--- config.mk ---
export PLATFORM = sky130hd
export DESIGN_NAME = pc_fetch_unit
export DESIGN_NICKNAME = d
export VERILOG_FILES = /design/src/rtl/beta_pkg.sv /design/src/rtl/irq_sync.sv /design/src/rtl/pc_fetch_unit.sv
export SDC_FILE = /design/constraint.sdc
export NUM_CORES = 1
export LEC_CHECK = 0
export ABC_AREA = 1
export ABC_CLOCK_PERIOD_IN_PS = 3000
export CAP_MARGIN = 20
export CORE_ASPECT_RATIO = 0.9
export CORE_MARGIN = 1.5
export CORE_UTILIZATION = 48
export DETAILED_ROUTE_END_ITERATION = 6
export PLACE_DENSITY = 0.81
export SLEW_MARGIN = 20
export SYNTH_ARGS = -nofsm -noshare
export SYNTH_HDL_FRONTEND = slang
export SYNTH_HIERARCHICAL = 1
export SYNTH_SLANG_ARGS = --single-unit
--- constraint.sdc ---
create_clock -name CLK -period 3 [get_ports CLK]
set_input_delay 0.3 -clock CLK [delete_from_list [all_inputs] [get_ports CLK]]
set_output_delay 0.3 -clock CLK [all_outputs]
set_load 0.05 [all_outputs]
--- src/rtl/beta_pkg.sv ---
// Shared definitions for the Beta-style core front end: PCSEL encodings,
// default exception/reset vectors and the fetch sequencer state encoding.
package beta_pkg;

    localparam logic [31:0] DEF_RESET_VECTOR = 32'h8000_0000;
    localparam logic [31:0] DEF_ILLOP_VECTOR = 32'h8000_0004;
    localparam logic [31:0] DEF_XADR_VECTOR  = 32'h8000_0008;

    typedef enum logic [2:0] {
        PCSEL_PC4   = 3'd0,
        PCSEL_BR    = 3'd1,
        PCSEL_JMP   = 3'd2,
        PCSEL_ILLOP = 3'd3,
        PCSEL_XADR  = 3'd4
    } pcsel_e;

    typedef enum logic [1:0] {
        FS_RST   = 2'd0,
        FS_FETCH = 2'd1,
        FS_EXEC  = 2'd2
    } fetch_state_e;

endpackage

--- src/rtl/irq_sync.sv ---
// Interrupt request synchronizer plus sticky pending flag with clear.
// Macro PC_FETCH_IRQ_SYNC_EN: when defined, an extra metastability flop sits
// in front of the pending flag; otherwise irq_in must be synchronous to clk.
module irq_sync (
    input  logic clk,
    input  logic reset_n,
    input  logic irq_in,
    input  logic clr,
    output logic pending
);

    logic set_req;

`ifdef PC_FETCH_IRQ_SYNC_EN
    logic meta;

    // First synchronizer stage; the pending flag acts as the second stage.
    always_ff @(posedge clk) begin
        if (!reset_n) meta <= 1'b0;
        else          meta <= irq_in;
    end

    assign set_req = meta;
`else
    assign set_req = irq_in;
`endif

    // Pending latch: clear on the interrupt-taking commit wins over a new set.
    always_ff @(posedge clk) begin
        if (!reset_n)     pending <= 1'b0;
        else if (clr)     pending <= 1'b0;
        else if (set_req) pending <= 1'b1;
    end

endmodule

--- src/rtl/pc_fetch_unit.sv ---
// Program counter and instruction fetch sequencer (RST/FETCH/EXEC).
// Computes the next PC from PCSEL with supervisor-bit protection, fetches over
// a req/ack port and holds OPCODE, PC and IRQ stable through EXEC.
// Macro PC_FETCH_IRQ_SYNC_EN selects the two-flop IRQ_IN synchronizer.
module pc_fetch_unit
    import beta_pkg::*;
#(
    parameter logic [31:0] RESET_VECTOR = DEF_RESET_VECTOR,
    parameter logic [31:0] ILLOP_VECTOR = DEF_ILLOP_VECTOR,
    parameter logic [31:0] XADR_VECTOR  = DEF_XADR_VECTOR
) (
    input  logic        CLK,
    input  logic        RESET_N,
    input  logic [2:0]  PCSEL,
    input  logic [31:0] JT,
    input  logic        EXEC_DONE,
    input  logic        IMEM_ACK,
    input  logic [31:0] IMEM_RDATA,
    input  logic        IRQ_IN,
    output logic        IMEM_REQ,
    output logic [31:0] IMEM_ADDR,
    output logic [31:0] INSTR,
    output logic [5:0]  OPCODE,
    output logic        INSTR_VALID,
    output logic [31:0] PC,
    output logic [31:0] PC_PLUS4,
    output logic        pc_31,
    output logic        IRQ
);

    fetch_state_e state;
    logic [31:0]  pc_q;
    logic [31:0]  instr_q;
    logic         req_q;
    logic         valid_q;
    logic         irq_q;
    logic         irq_pending;
    logic         commit;
    logic         irq_clr;
    logic [31:0]  pc_inc;
    logic [31:0]  br_target;
    logic [31:0]  pc_next;
    logic         unused_jt;

    assign unused_jt = ^JT[1:0];
    assign commit    = (state == FS_EXEC) && EXEC_DONE;
    assign irq_clr   = commit && (PCSEL == PCSEL_XADR);
    assign pc_inc    = pc_q + 32'd4;
    assign br_target = pc_inc + {{14{instr_q[15]}}, instr_q[15:0], 2'b00};

    irq_sync u_irq_sync (
        .clk     (CLK),
        .reset_n (RESET_N),
        .irq_in  (IRQ_IN),
        .clr     (irq_clr),
        .pending (irq_pending)
    );

    // Next-PC selection; branch and JMP may never set the supervisor bit from user mode.
    always_comb begin
        pc_next = ILLOP_VECTOR;
        case (PCSEL)
            PCSEL_PC4:  pc_next = pc_inc;
            PCSEL_BR:   pc_next = {pc_q[31], br_target[30:0]};
            PCSEL_JMP:  pc_next = {pc_q[31] & JT[31], JT[30:2], 2'b00};
            PCSEL_XADR: pc_next = XADR_VECTOR;
            default:    pc_next = ILLOP_VECTOR;
        endcase
    end

    // Fetch/execute sequencer with registered outputs.
    always_ff @(posedge CLK) begin
        if (!RESET_N) begin
            state   <= FS_RST;
            pc_q    <= RESET_VECTOR;
            instr_q <= '0;
            req_q   <= 1'b0;
            valid_q <= 1'b0;
            irq_q   <= 1'b0;
        end else begin
            case (state)
                FS_RST: begin
                    state <= FS_FETCH;
                    req_q <= 1'b1;
                end
                FS_FETCH: begin
                    if (IMEM_ACK) begin
                        instr_q <= IMEM_RDATA;
                        req_q   <= 1'b0;
                        valid_q <= 1'b1;
                        irq_q   <= irq_pending & ~pc_q[31];
                        state   <= FS_EXEC;
                    end
                end
                FS_EXEC: begin
                    if (EXEC_DONE) begin
                        pc_q    <= pc_next;
                        req_q   <= 1'b1;
                        valid_q <= 1'b0;
                        irq_q   <= 1'b0;
                        state   <= FS_FETCH;
                    end
                end
                default: begin
                    state <= FS_RST;
                    req_q <= 1'b0;
                end
            endcase
        end
    end

    assign IMEM_REQ    = req_q;
    assign IMEM_ADDR   = pc_q;
    assign INSTR       = instr_q;
    assign OPCODE      = instr_q[31:26];
    assign INSTR_VALID = valid_q;
    assign PC          = pc_q;
    assign PC_PLUS4    = pc_inc;
    assign pc_31       = pc_q[31];
    assign IRQ         = irq_q;

endmodule

==> impl_metrics.csv, run 1 <==
group,metric,value,unit
critical_path,crit_type,"reg -> reg",
critical_path,worstSetupStartpointType,"flop",
worst_hold_path,holdCritPathClass,"reg -> reg",
synth,synth_seq_cells,67,
timing,rsz0062_at_grt,"yes",
timing,setup_ws,-73.5,ps
synth,yosysTopAreaCell,"nand2_1",
clock_network,cts_max_path_buffers,2,
synth,yosysTopAreaCellShare,0.226,
synth,synthTopCellsByCount,"387 x nand2_1, 119 x inv_1, 116 x nand3_1",
pwr,peakVddDrop,254,µV
route,drtIter0Drc,1031,
global_routing,grt.overflow.total,0,
synth,syn_area,0.00643,mm²
timing,holdWs,462,ps
clock_network,cts_root_buf,"clkbuf_16",
critical_path,critPathArrivalTime,3360,ps
global_routing,grt_pass1_wl,38100,µm
synth,synthCells,1098,
placement,gp_congestion,0.966,
floorplan,die_h,113,µm
critical_path,worstPathRequired,3280,ps
global_routing,grt_pass1_vias,7358,
pwr,p_per_area,272,mW/mm²
placement,pre_cts_ws,-111,ps
status,violations,"setup timing",
critical_path,endpoint_kind,"flop",
clock_network,htreeDepth,3,
final_layout,ff_latch_area,0.00139,mm²
route,ant_nets,0,
status,run_status,"complete, but fails checks",
synth,synth.most_common_cell,"nand2_1",
timing,relSlewSlack,0.496,
timing,min_period_over_period,1.02,
route,wire_per_inst,17.4,µm
placement,placedInstanceArea,0.00907,mm²
timing,hold_viol_final,0,
clock_network,cts.clk_slew.worst_paths,60,ps
clock_network,clkLatencyLatePin,350,ps
final_layout,stdcell_area,0.00997,mm²
timing,timing.fmax,325,MHz
route,dr_total_vias,8265,
synth,synth_edf_count,0,
floorplan,placementRows,39,
placement,hpwlAfterDp,19200,µm
final_layout,finish.utilization,0.774,
critical_path,path_buf_inv,2,
clock_network,hold_buffers,0,
clock_network,cts-buffers-inserted,9,
global_routing,antenna_found_initial,0,
route,drt_first_pass_iters,6,
timing,skew,7.73,ps
global_routing,grt_max_degree,33,
critical_path,crit_fanout,5,
synth,syn_area_per_cell,5.85,µm²
critical_path,cpLargestDelayFamily,"simple AND/OR/NAND/NOR gates",
final_layout,n_antenna_cell,0,
critical_path,max_stage_delay,400,ps
synth,synth_ff_type,"dfxtp_1",
final_layout,final_layout_size_suffix_gt1_frac,0.212,
job,cap_violations,0,
critical_path,crit_top_cell,"nand2_1",
floorplan,design.die.area,0.0141,mm²
clock_network,cts_sinks,67,
final_layout,num-fill-cells,937,
floorplan,ios,210,
placement,dpl.cell_count,1473,
timing,finalSetupViolCount,2,
floorplan,initial_utilization,0.499,
timing,slew_violations,0,
route,viasPerCell,5.51,
pwr,p_leak,4.41,nW
critical_path,crit_slowest_cell,"dfxtp_2",
synth,yosys-top-cells-area,"nand2_1 23%, dfxtp_1 21%, nand3_1 9.0%",
synth,yosysWarnings,6,
synth,ys_seq_area_frac,0.209,
route,wirelength,26100,µm
timing,min_period,3070,ps
final_layout,syn_to_final_growth,55.1,%
floorplan,coreArea,0.0129,mm²
timing,tightest_slew,754,ps
global_routing,grt_use_total,0.341,
clock_network,cts_tree,"built",
final_layout,final_cells,1501,
floorplan,die_x,125,µm
final_layout,fin_nets,1441,
final_layout,multi_input_area,0.00487,mm²
placement,io_buffers,201,
synth,ys_async_sr_fraction,0,
synth,ys_types,43,
route,drc,0,
critical_path,critical_path.cell_chain,"nand2_2 -> nor2_2 -> nand2_2 -> nor2_4 -> buf_4 -> nand2_1 -> xor2_4 -> ha_4 -> nand2_2 -> buf_4 -> nor2_1 -> nor2_1 -> nand2_1 -> a21oi_2 -> nand2_1 -> nand2_1 -> nand3_1 -> nand2_2 -> nand2_1 -> a21oi_2",
==> cell families after synthesis <==
kind of cell	count (synthesis)	share of synthesized area
xor+xnor	16	0.0218
simple gates	651	0.442
fa+ha+maj	37	0.0732
compound gates	124	0.106
other cells	1	0.000583
buf+inv	202	0.148
flops	67	0.209
==> layout make-up <==
type | instances | share of cell area
inverters | 128 | 0.0486
clock inverters | 7 | 0.00929
repair buffers | 292 | 0.271
flip-flops and latches | 67 | 0.139
multi-input cells | 834 | 0.489
well taps | 164 | 0.0206
clock buffers | 9 | 0.0226
==> what timing repair did <==
item                                    in CTS  in global routing
endpoints found under the setup margin       7                 26
pin swaps                                    0                 26
endpoints found under the hold margin        0                  0
resized for setup                            8                108
buffers inserted                             0                 12
==> state kept, by name, indices dropped and copies added, names as in the netlist <==
register,count
IRQ,1
INSTR_VALID,1
IMEM_ADDR,30
IMEM_REQ,1
INSTR,32
state,1
u_irq_sync/pending,1
==> worst min-delay path: cells and delay by family, from the launching register on <==
family           cells  cell delay, ps
AND/OR/NAND/NOR      1              60
flip-flops           1             310
AO/OA/AOI/OAI        1              50
==> worst paths after layout <==
kind / from / end / slack (ps) / cells after the start
worst max register to register: IMEM_ADDR[6]$_SDFFE_PN0P_ / IMEM_ADDR[28]$_SDFFE_PN0P_ / -70 / 20
worst max-delay path: IMEM_ADDR[6]$_SDFFE_PN0P_ / IMEM_ADDR[28]$_SDFFE_PN0P_ / -70 / 20
worst min register to register: INSTR_VALID$_SDFFE_PN0P_ / INSTR_VALID$_SDFFE_PN0P_ / 460 / 2
worst min-delay path: INSTR_VALID$_SDFFE_PN0P_ / INSTR_VALID$_SDFFE_PN0P_ / 460 / 2
==> layout by cell type, fill, tap and decap left out, types with 9 or more instances in the layout <==
master,netlist,layout
dfxtp_2,0,15
nand2_1,387,372
clkdlybuf4s50_1,0,193
ha_4,0,14
dfxtp_1,67,44
inv_2,9,11
buf_4,45,93
nor2_4,5,11
nand4_1,11,11
nand2_2,6,18
inv_1,119,116
nand3_1,116,110
ha_1,36,20
nor2_2,4,24
a21oi_1,87,73
clkbuf_16,0,9
a21oi_2,3,16
o21ai_0,14,11
nor2_1,79,53
==> routing by layer <==
| metal | routed length [µm] | track usage |
|---|---|---|
| met1 | 10700 | 0.476 |
| met2 | 11900 | 0.536 |
| met3 | 2880 | 0.0728 |
| met4 | 653 | 0.0894 |
| met5 | 0 | 0 |
==> power by group <==
group	leakage (nW)	total, mW	internal [mW]	switching (mW)
combinational	3.71	0.615	0.245	0.370
sequential	0.558	0.938	0.912	0.0258
clock	0.149	1.16	0.724	0.438
==> through the flow <==
step	TNS (ps)	total power, mW
floorplan	-8.98	1.30
global route	-1390	2.80
detailed placement	-225	1.53
CTS	-0.822	2.68
finish	-99.3	2.71
global placement	-18.6	1.52
No activity file was read; power rests on OpenSTA's default activity.
==> run 2, diff against run 1 <==
ABC_CLOCK_PERIOD_IN_PS = 2740   (was 3000)
CORE_UTILIZATION = 43   (was 48)
HOLD_SLACK_MARGIN = 0.15   (was not set)
PLACE_DENSITY = 0.77   (was 0.81)
SYNTH_HIERARCHICAL = not set   (was 1)
clock period = 2.74 ns   (was 3 ns; I/O delays follow)
==> run 2 against run 1 <==
Compared with the run above: the flow still finishes with violations (setup timing); critical path depth stayed put; global-route usage is 1.4 points lower; combinational power is 16% higher; synthesized cell count is 0.27% lower; final area is 8.5% higher; total power is 3.2% higher; register-to-register slack worse by 70 ps; largest power group unchanged; highest routed layer unchanged.
==> impl_metrics.csv, run 2 <==
group,metric,value,unit
synth,synth_ff_type,"dfxtp_1",
placement,hpwlAfterDp,20200,µm
timing,min_period,2880,ps
status,run_status,"complete, but fails checks",
placement,gp_congestion,0.945,
clock_network,cts_max_path_buffers,2,
route,drt_first_pass_iters,5,
clock_network,cts_sinks,67,
synth,synth_edf_count,0,
critical_path,critPathArrivalTime,3160,ps
final_layout,final_layout_size_suffix_gt1_frac,0.310,
route,wirelength,26900,µm
critical_path,max_stage_delay,370,ps
timing,holdWs,466,ps
pwr,power.total,2.80,mW
global_routing,grt.overflow.total,0,
global_routing,grt_max_degree,34,
critical_path,crit_slowest_cell,"dfxtp_4",
floorplan,placementRows,42,
timing,finalSetupViolCount,18,
route,drc,0,
synth,synth_seq_cells,67,
synth,syn_area,0.00644,mm²
floorplan,design.die.area,0.0157,mm²
timing,timing.fmax,347,MHz
timing,tightest_slew,658,ps
route,ant_nets,0,
final_layout,final_cell_mix,"343 x nand2_1, 177 x clkdlybuf4s50_1, 176 x buf_4, 117 x inv_1, 100 x nand3_1",
timing,rsz0062_at_grt,"yes",
critical_path,crit_type,"reg -> reg",
worst_hold_path,holdCritPathClass,"reg -> reg",
floorplan,initial_utilization,0.439,
floorplan,die_x,132,µm
route,dr_total_vias,8376,
floorplan,coreArea,0.0147,mm²
clock_network,clkLatencyLatePin,340,ps
timing,hold_viol_final,0,
placement,pre_cts_ws,-252,ps
critical_path,critical_path.cell_chain,"ha_4 -> nand2_4 -> nor2_4 -> nand2_2 -> nor2_4 -> nand2_4 -> nor2_8 -> nand3_2 -> nand2_2 -> clkinvlp_4 -> ha_4 -> nand2_4 -> nor2_4 -> and2_4 -> nand3_2 -> nand4_1 -> nand3_2 -> nand2_1 -> nand2_1 -> a21oi_1",
synth,ys_types,45,
clock_network,cts-buffers-inserted,9,
synth,syn_area_per_cell,5.88,µm²
placement,io_buffers,201,
floorplan,die_h,119,µm
job,cap_violations,0,
synth,yosys-top-cells-area,"nand2_1 22%, dfxtp_1 21%, nand3_1 9.7%",
critical_path,endpoint_kind,"flop",
route,viasPerCell,5.24,
floorplan,ios,210,
synth,synthTopCellsByCount,"376 x nand2_1, 127 x inv_1, 125 x nand3_1",
synth,ys_seq_area_frac,0.208,
timing,setup_ws,-144,ps
final_layout,num-fill-cells,1119,
final_layout,largest_reg_flops,32,
route,wire_per_inst,16.8,µm
global_routing,grt_use_total,0.327,
critical_path,worstSetupStartpointType,"flop",
timing,slew_violations,0,
clock_network,cts_root_buf,"clkbuf_16",
route,drtIter0Drc,654,
synth,yosysWarnings,0,
global_routing,grt_pass1_vias,7724,
status,violations,"setup timing",
clock_network,hold_buffers,0,
clock_network,cts.clk_slew.worst_paths,60,ps
pwr,peakVddDrop,269,µV
synth,yosysTopAreaCellShare,0.219,
final_layout,n_antenna_cell,0,
final_layout,fin_nets,1505,
pwr,p_leak,4.97,nW
synth,ys_async_sr_fraction,0,
global_routing,antenna_found_initial,0,
timing,min_period_over_period,1.05,
final_layout,mostFrequentLayoutCell,"nand2_1",
timing,relSlewSlack,0.560,
clock_network,cts_tree,"built",
synth,synthCells,1095,
synth,synth.most_common_cell,"nand2_1",
pwr,p_per_area,259,mW/mm²
synth,yosysTopAreaCell,"nand2_1",
critical_path,worstPathRequired,3020,ps
timing,skew,7.62,ps
final_layout,syn_to_final_growth,68.1,%
clock_network,htreeDepth,3,
global_routing,grt_pass1_wl,40400,µm
critical_path,crit_fanout,5,
-- run 2: cell types whose count changed after synthesis, sizes merged, moves of 2 or more --
cell and change:
nand3 +6, buf -2, or2 +4, nand4 +2, xor2 -2, nor2 -8
nor3 -3, nand2 -7, inv +6
-- run 2: kinds of logic (layout without fill, tap and decap cells) --
group                      Yosys count  in the layout  synth area share
and+or+nand+nor                    644            644             0.442
adders and majority gates           37             37            0.0731
buffers and inverters              208            509             0.149
other                                1              6          0.000583
DFF                                 67             67             0.208
xor gates and xnor gates            14             14            0.0202
AOI/OAI and AO/OA                  124            124             0.107
-- run 2: what timing repair did --
action                                  in CTS  in global routing
endpoints found under the setup margin      22                 24
gates resized for setup                     79                 89
pin swaps                                   38                 18
buffers inserted                             8                  6
-- run 2: cell type report --
type	instances	area, µm²	area share
clock buffers	14	244	0.0225
clock inverters	2	12.5	0.00116
inverters	135	510	0.0472
multi-input cells	825	5220	0.482
flip-flops and latches	67	1400	0.129
well taps	198	248	0.0229
repair buffers	358	3190	0.295
-- run 2: through the flow --
step	cell area, µm²	util	std cells	setup TNS [ps]
2_1_floorplan	6780	-	1100	-5710
3_3_place_gp	9660	0.659	1569	-1900
3_5_place_dp	9660	0.659	1569	-2760
4_1_cts	10300	0.706	1593	-519
5_1_grt	10800	0.738	1599	-4880
6_report	10800	0.738	1599	-1230
-- run 2: critical path: cells and delay by family (launching register included) --
family                   cells  cell delay [ps]
AND/OR/NAND/NOR             16             1740
adder cells (fa/ha/maj)      2              480
flip-flops                   1              370
buffers and inverters        1              120
AO/OA/AOI/OAI                1              120
-- run 2: report_power, final --
part / internal (mW) / total (mW) / switching [mW]
clock network: 0.613 / 1.07 / 0.453
registers: 0.994 / 1.02 / 0.0306
logic: 0.294 / 0.711 / 0.417
total: 1.90 / 2.80 / 0.900
-- run 2: path summary, 6_finish.rpt --
kind	startpoint	to	slack (ps)	cells after the start
worst min-delay path	INSTR[23]$_SDFFE_PN0P_	INSTR[23]$_SDFFE_PN0P_	470	2
worst min register to register	INSTR[23]$_SDFFE_PN0P_	INSTR[23]$_SDFFE_PN0P_	470	2
worst max register to register	IMEM_ADDR[3]$_SDFFE_PN0P_	IMEM_ADDR[26]$_SDFFE_PN0P_	-140	20
worst max-delay path	IMEM_ADDR[3]$_SDFFE_PN0P_	IMEM_ADDR[26]$_SDFFE_PN0P_	-140	20
-- run 2: routing by layer --
| layer | global-route usage | wire length [µm] | up-vias |
|---|---|---|---|
| met5 | 0 | 0 | - |
| li1 | - | - | 4056 |
| met3 | 0.0694 | 2430 | 64 |
| met2 | 0.511 | 12100 | 375 |
| met1 | 0.448 | 11400 | 3881 |
| met4 | 0.105 | 850 | 0 |
==> RTL edit: new RTL, flow settings as in run 2 <==
Register the output `IRQ` once more, with the module's reset; this adds one clock of latency there. The other outputs are not delayed to match.
--- a/src/rtl/pc_fetch_unit.sv
+++ b/src/rtl/pc_fetch_unit.sv
@@ -117,7 +117,13 @@
     assign PC          = pc_q;
     assign PC_PLUS4    = pc_inc;
     assign pc_31       = pc_q[31];
-    assign IRQ         = irq_q;
+    always_ff @(posedge CLK) begin
+        if (!RESET_N) begin
+            IRQ <= '0;
+        end else begin
+            IRQ <= irq_q;
+        end
+    end
 
 endmodule
 
Check against the original RTL: not equivalent (Yosys sat finds a counterexample within 10 cycles, from zero or initial values and one cycle with RESET_N low).
==> RTL edit against run 2 <==
  * Cell area rose by 5.8%
  * The run still ends with setup timing left
  * Clock power up 13%
  * Highest routed layer unchanged
  * Worst setup slack got worse by 0.046 ns
  * Synthesized area fell by 0.12%
  * Routed wire length grew 6.8%
  * Total power rose by 6.7%
  * Critical endpoint unchanged
  * Sequential cell count up 1
  * Sequential share of layout area fell by 0.40 points
  * Die area decreased by 0.12%
  * Global-route usage increased by 1.0 points
  * Via count rose by 4.8%
==> RTL edit: results (changes against run 2) <==
Routing
  – Drt pass-1 iters: 5 (unchanged)
  – DR WL/cell: 17.5 um (+4.0%)
  – Routed wl met2: 13300 um (+9.9%)
  – Met1 WL: 11900 um (+3.7%)
  – Vias: 8780 (+4.8%)
  – Initial DRC Count: 797 (+22%)
  – Metal3 WL: 2410 um (-0.82%)

Finish
  – Max reg flops: 32 (unchanged)
  – Fraction of layout cells with a size suffix above 1: 36.0% (+5.0 points)
  – Layout net count: 1548 (+2.9%)
  – Antenna diodes: 0 (unchanged)

Synthesis
  – Synth cell types: 44 (-2.2%)
  – Main flop type after synthesis: dfxtp_1
  – Synth async-reset ratio: 0% (unchanged)
  – Top post-synthesis cells by area: nand2_1 (22%), dfxtp_1 (21%), nand3_1 (9.5%)
  – Synth warn: 0 (unchanged)
  – Top cells by count, synth: nand2_1 (385), inv_1 (129), nand3_1 (122)
  – Post-synthesis sequential area ratio: 21.2% (+0.34 points)

Power and ir drop
  – Lkg Pwr: 0.00528 uW (+6.2%)
  – Maximum VDD drop: 0.000398 V (+48%)

Setup path
  – Reg2Reg Depth: 20 (unchanged)
  – Peak fanout along the critical path: 4 (-1)
  – Reg2reg start: IMEM_ADDR[13]
  – CP arrival: 3.20 ns (+0.04 ns)

Place
  – Hpwl dp: 20600 um (+1.7%)
  – Pre-CTS setup slack: -0.199 ns (+0.0528 ns)
  – Placer Congestion: 1.01 (+7.3%)
  – IO Port Bufs: 201 (unchanged)

Clock network
  – H-tree depth: 3 (unchanged)
  – Root buffer cell: clkbuf_16
  – Maximum clock insertion buffer count: 2 (unchanged)
  – Total CTS buffers: 9 (unchanged)

Global routing
  – First-pass GRT wire length: 41300 um (+2.2%)
  – Largest net degree at the start of global routing: 32 (-5.9%)
  – Tot GR Track Use: 33.7% (+1.0 points)
  – Antenna violations before repair: 0 (unchanged)
  – Number of global-route vias before repair: 7960 (+3.1%)

Timing
  – Worst Clk Skew: 0.00953 ns (+0.00191 ns)
  – Slew headroom: 53.7% (-2.3 points)
  – Slack of the critical path: -0.190 ns (-0.0459 ns)
  – Setup Viol. Count Final: 19 (+1)

Worst hold path
  – Hold EP: IRQ
  – Hold path start: irq_q
  – Worst hold path type: reg -> reg

Outcome
  – Outcome: finished with violations
  – Violated checks: setup timing
[RTL edit: worst max path at each step]
stage	start	end	slack (ns)	cells past startpoint
final	IMEM_ADDR[13]	IMEM_ADDR[26]	-0.19	20
after CTS	IMEM_ADDR[2]	IMEM_ADDR[28]	-0.07	17
after floorplan	IMEM_ADDR[18]	IMEM_ADDR[23]	-0.19	19
after detailed placement	IMEM_ADDR[3]	IMEM_ADDR[28]	-0.20	16
after global routing	IMEM_ADDR[5]	IMEM_ADDR[28]	-0.35	19
after global placement	IMEM_ADDR[3]	IMEM_ADDR[28]	-0.20	17
[RTL edit: logic make-up after synthesis]
group / Yosys count / synth area share (%)
simple gates: 644 / 43.0
fa+ha+maj: 37 / 7.32
compound gates: 125 / 10.6
other cells: 1 / 0.0583
buf+inv: 207 / 15.5
flops: 68 / 21.2
xor+xnor: 17 / 2.43
[RTL edit: metal layers]
layer	global-route usage (%)	up-vias
li1	-	4142
met1	44.9	4085
met4	12.3	0
met5	0	-
met3	5.24	92
met2	55.2	461
[RTL edit: what timing repair did]
| item | in CTS | in global routing |
|---|---|---|
| cloned | 0 | 0 |
| resized for setup | 112 | 111 |
| endpoints found under the setup margin | 22 | 24 |
| pin swaps | 53 | 83 |
| setup buffers | 21 | 13 |
[RTL edit: cell type report]
type	instances	area, um2
flip-flops and latches	68	1430
well taps	198	248
clock inverters	7	75.1
clock buffers	9	225
repair buffers	396	3440
inverters	135	529
fillers	1020	3210
multi-input cells	829	5500
[RTL edit: power breakdown]
part / internal, uW / switching (uW)
combinational: 306 / 435
clock: 708 / 504
sequential: 1010 / 29.8
total: 2020 / 969
[RTL edit: critical path, stage by stage, from the launching register on]
cell and delay [ns]:
dfxtp_2 0.37, nand2_1 0.13, nor2_2 0.19, nand2_1 0.08, inv_1 0.14, nand3_2 0.10, nor2_2 0.11, nand2_1 0.06
nand2_2 0.11, inv_4 0.07, ha_4 0.30, nand2_4 0.07, buf_6 0.14, nor2_4 0.17, and2_4 0.17, nand3_2 0.07
nand4_1 0.10, nand3_2 0.12, nand2_2 0.10, nand2_1 0.07, a21oi_1 0.16
[RTL edit: through the flow]
| step | hold slack, ns | cell area (um2) | TNS, ns | std cells |
|---|---|---|---|---|
| 2_1_floorplan | 0.372 | 7000 | -1.74 | 1104 |
| 3_3_place_gp | 0.417 | 9930 | -1.57 | 1592 |
| 3_5_place_dp | 0.418 | 9930 | -2.59 | 1592 |
| 4_1_cts | 0.427 | 10900 | -0.364 | 1629 |
| 5_1_grt | 0.436 | 11500 | -5.13 | 1642 |
| 6_report | 0.426 | 11500 | -2.11 | 1642 |
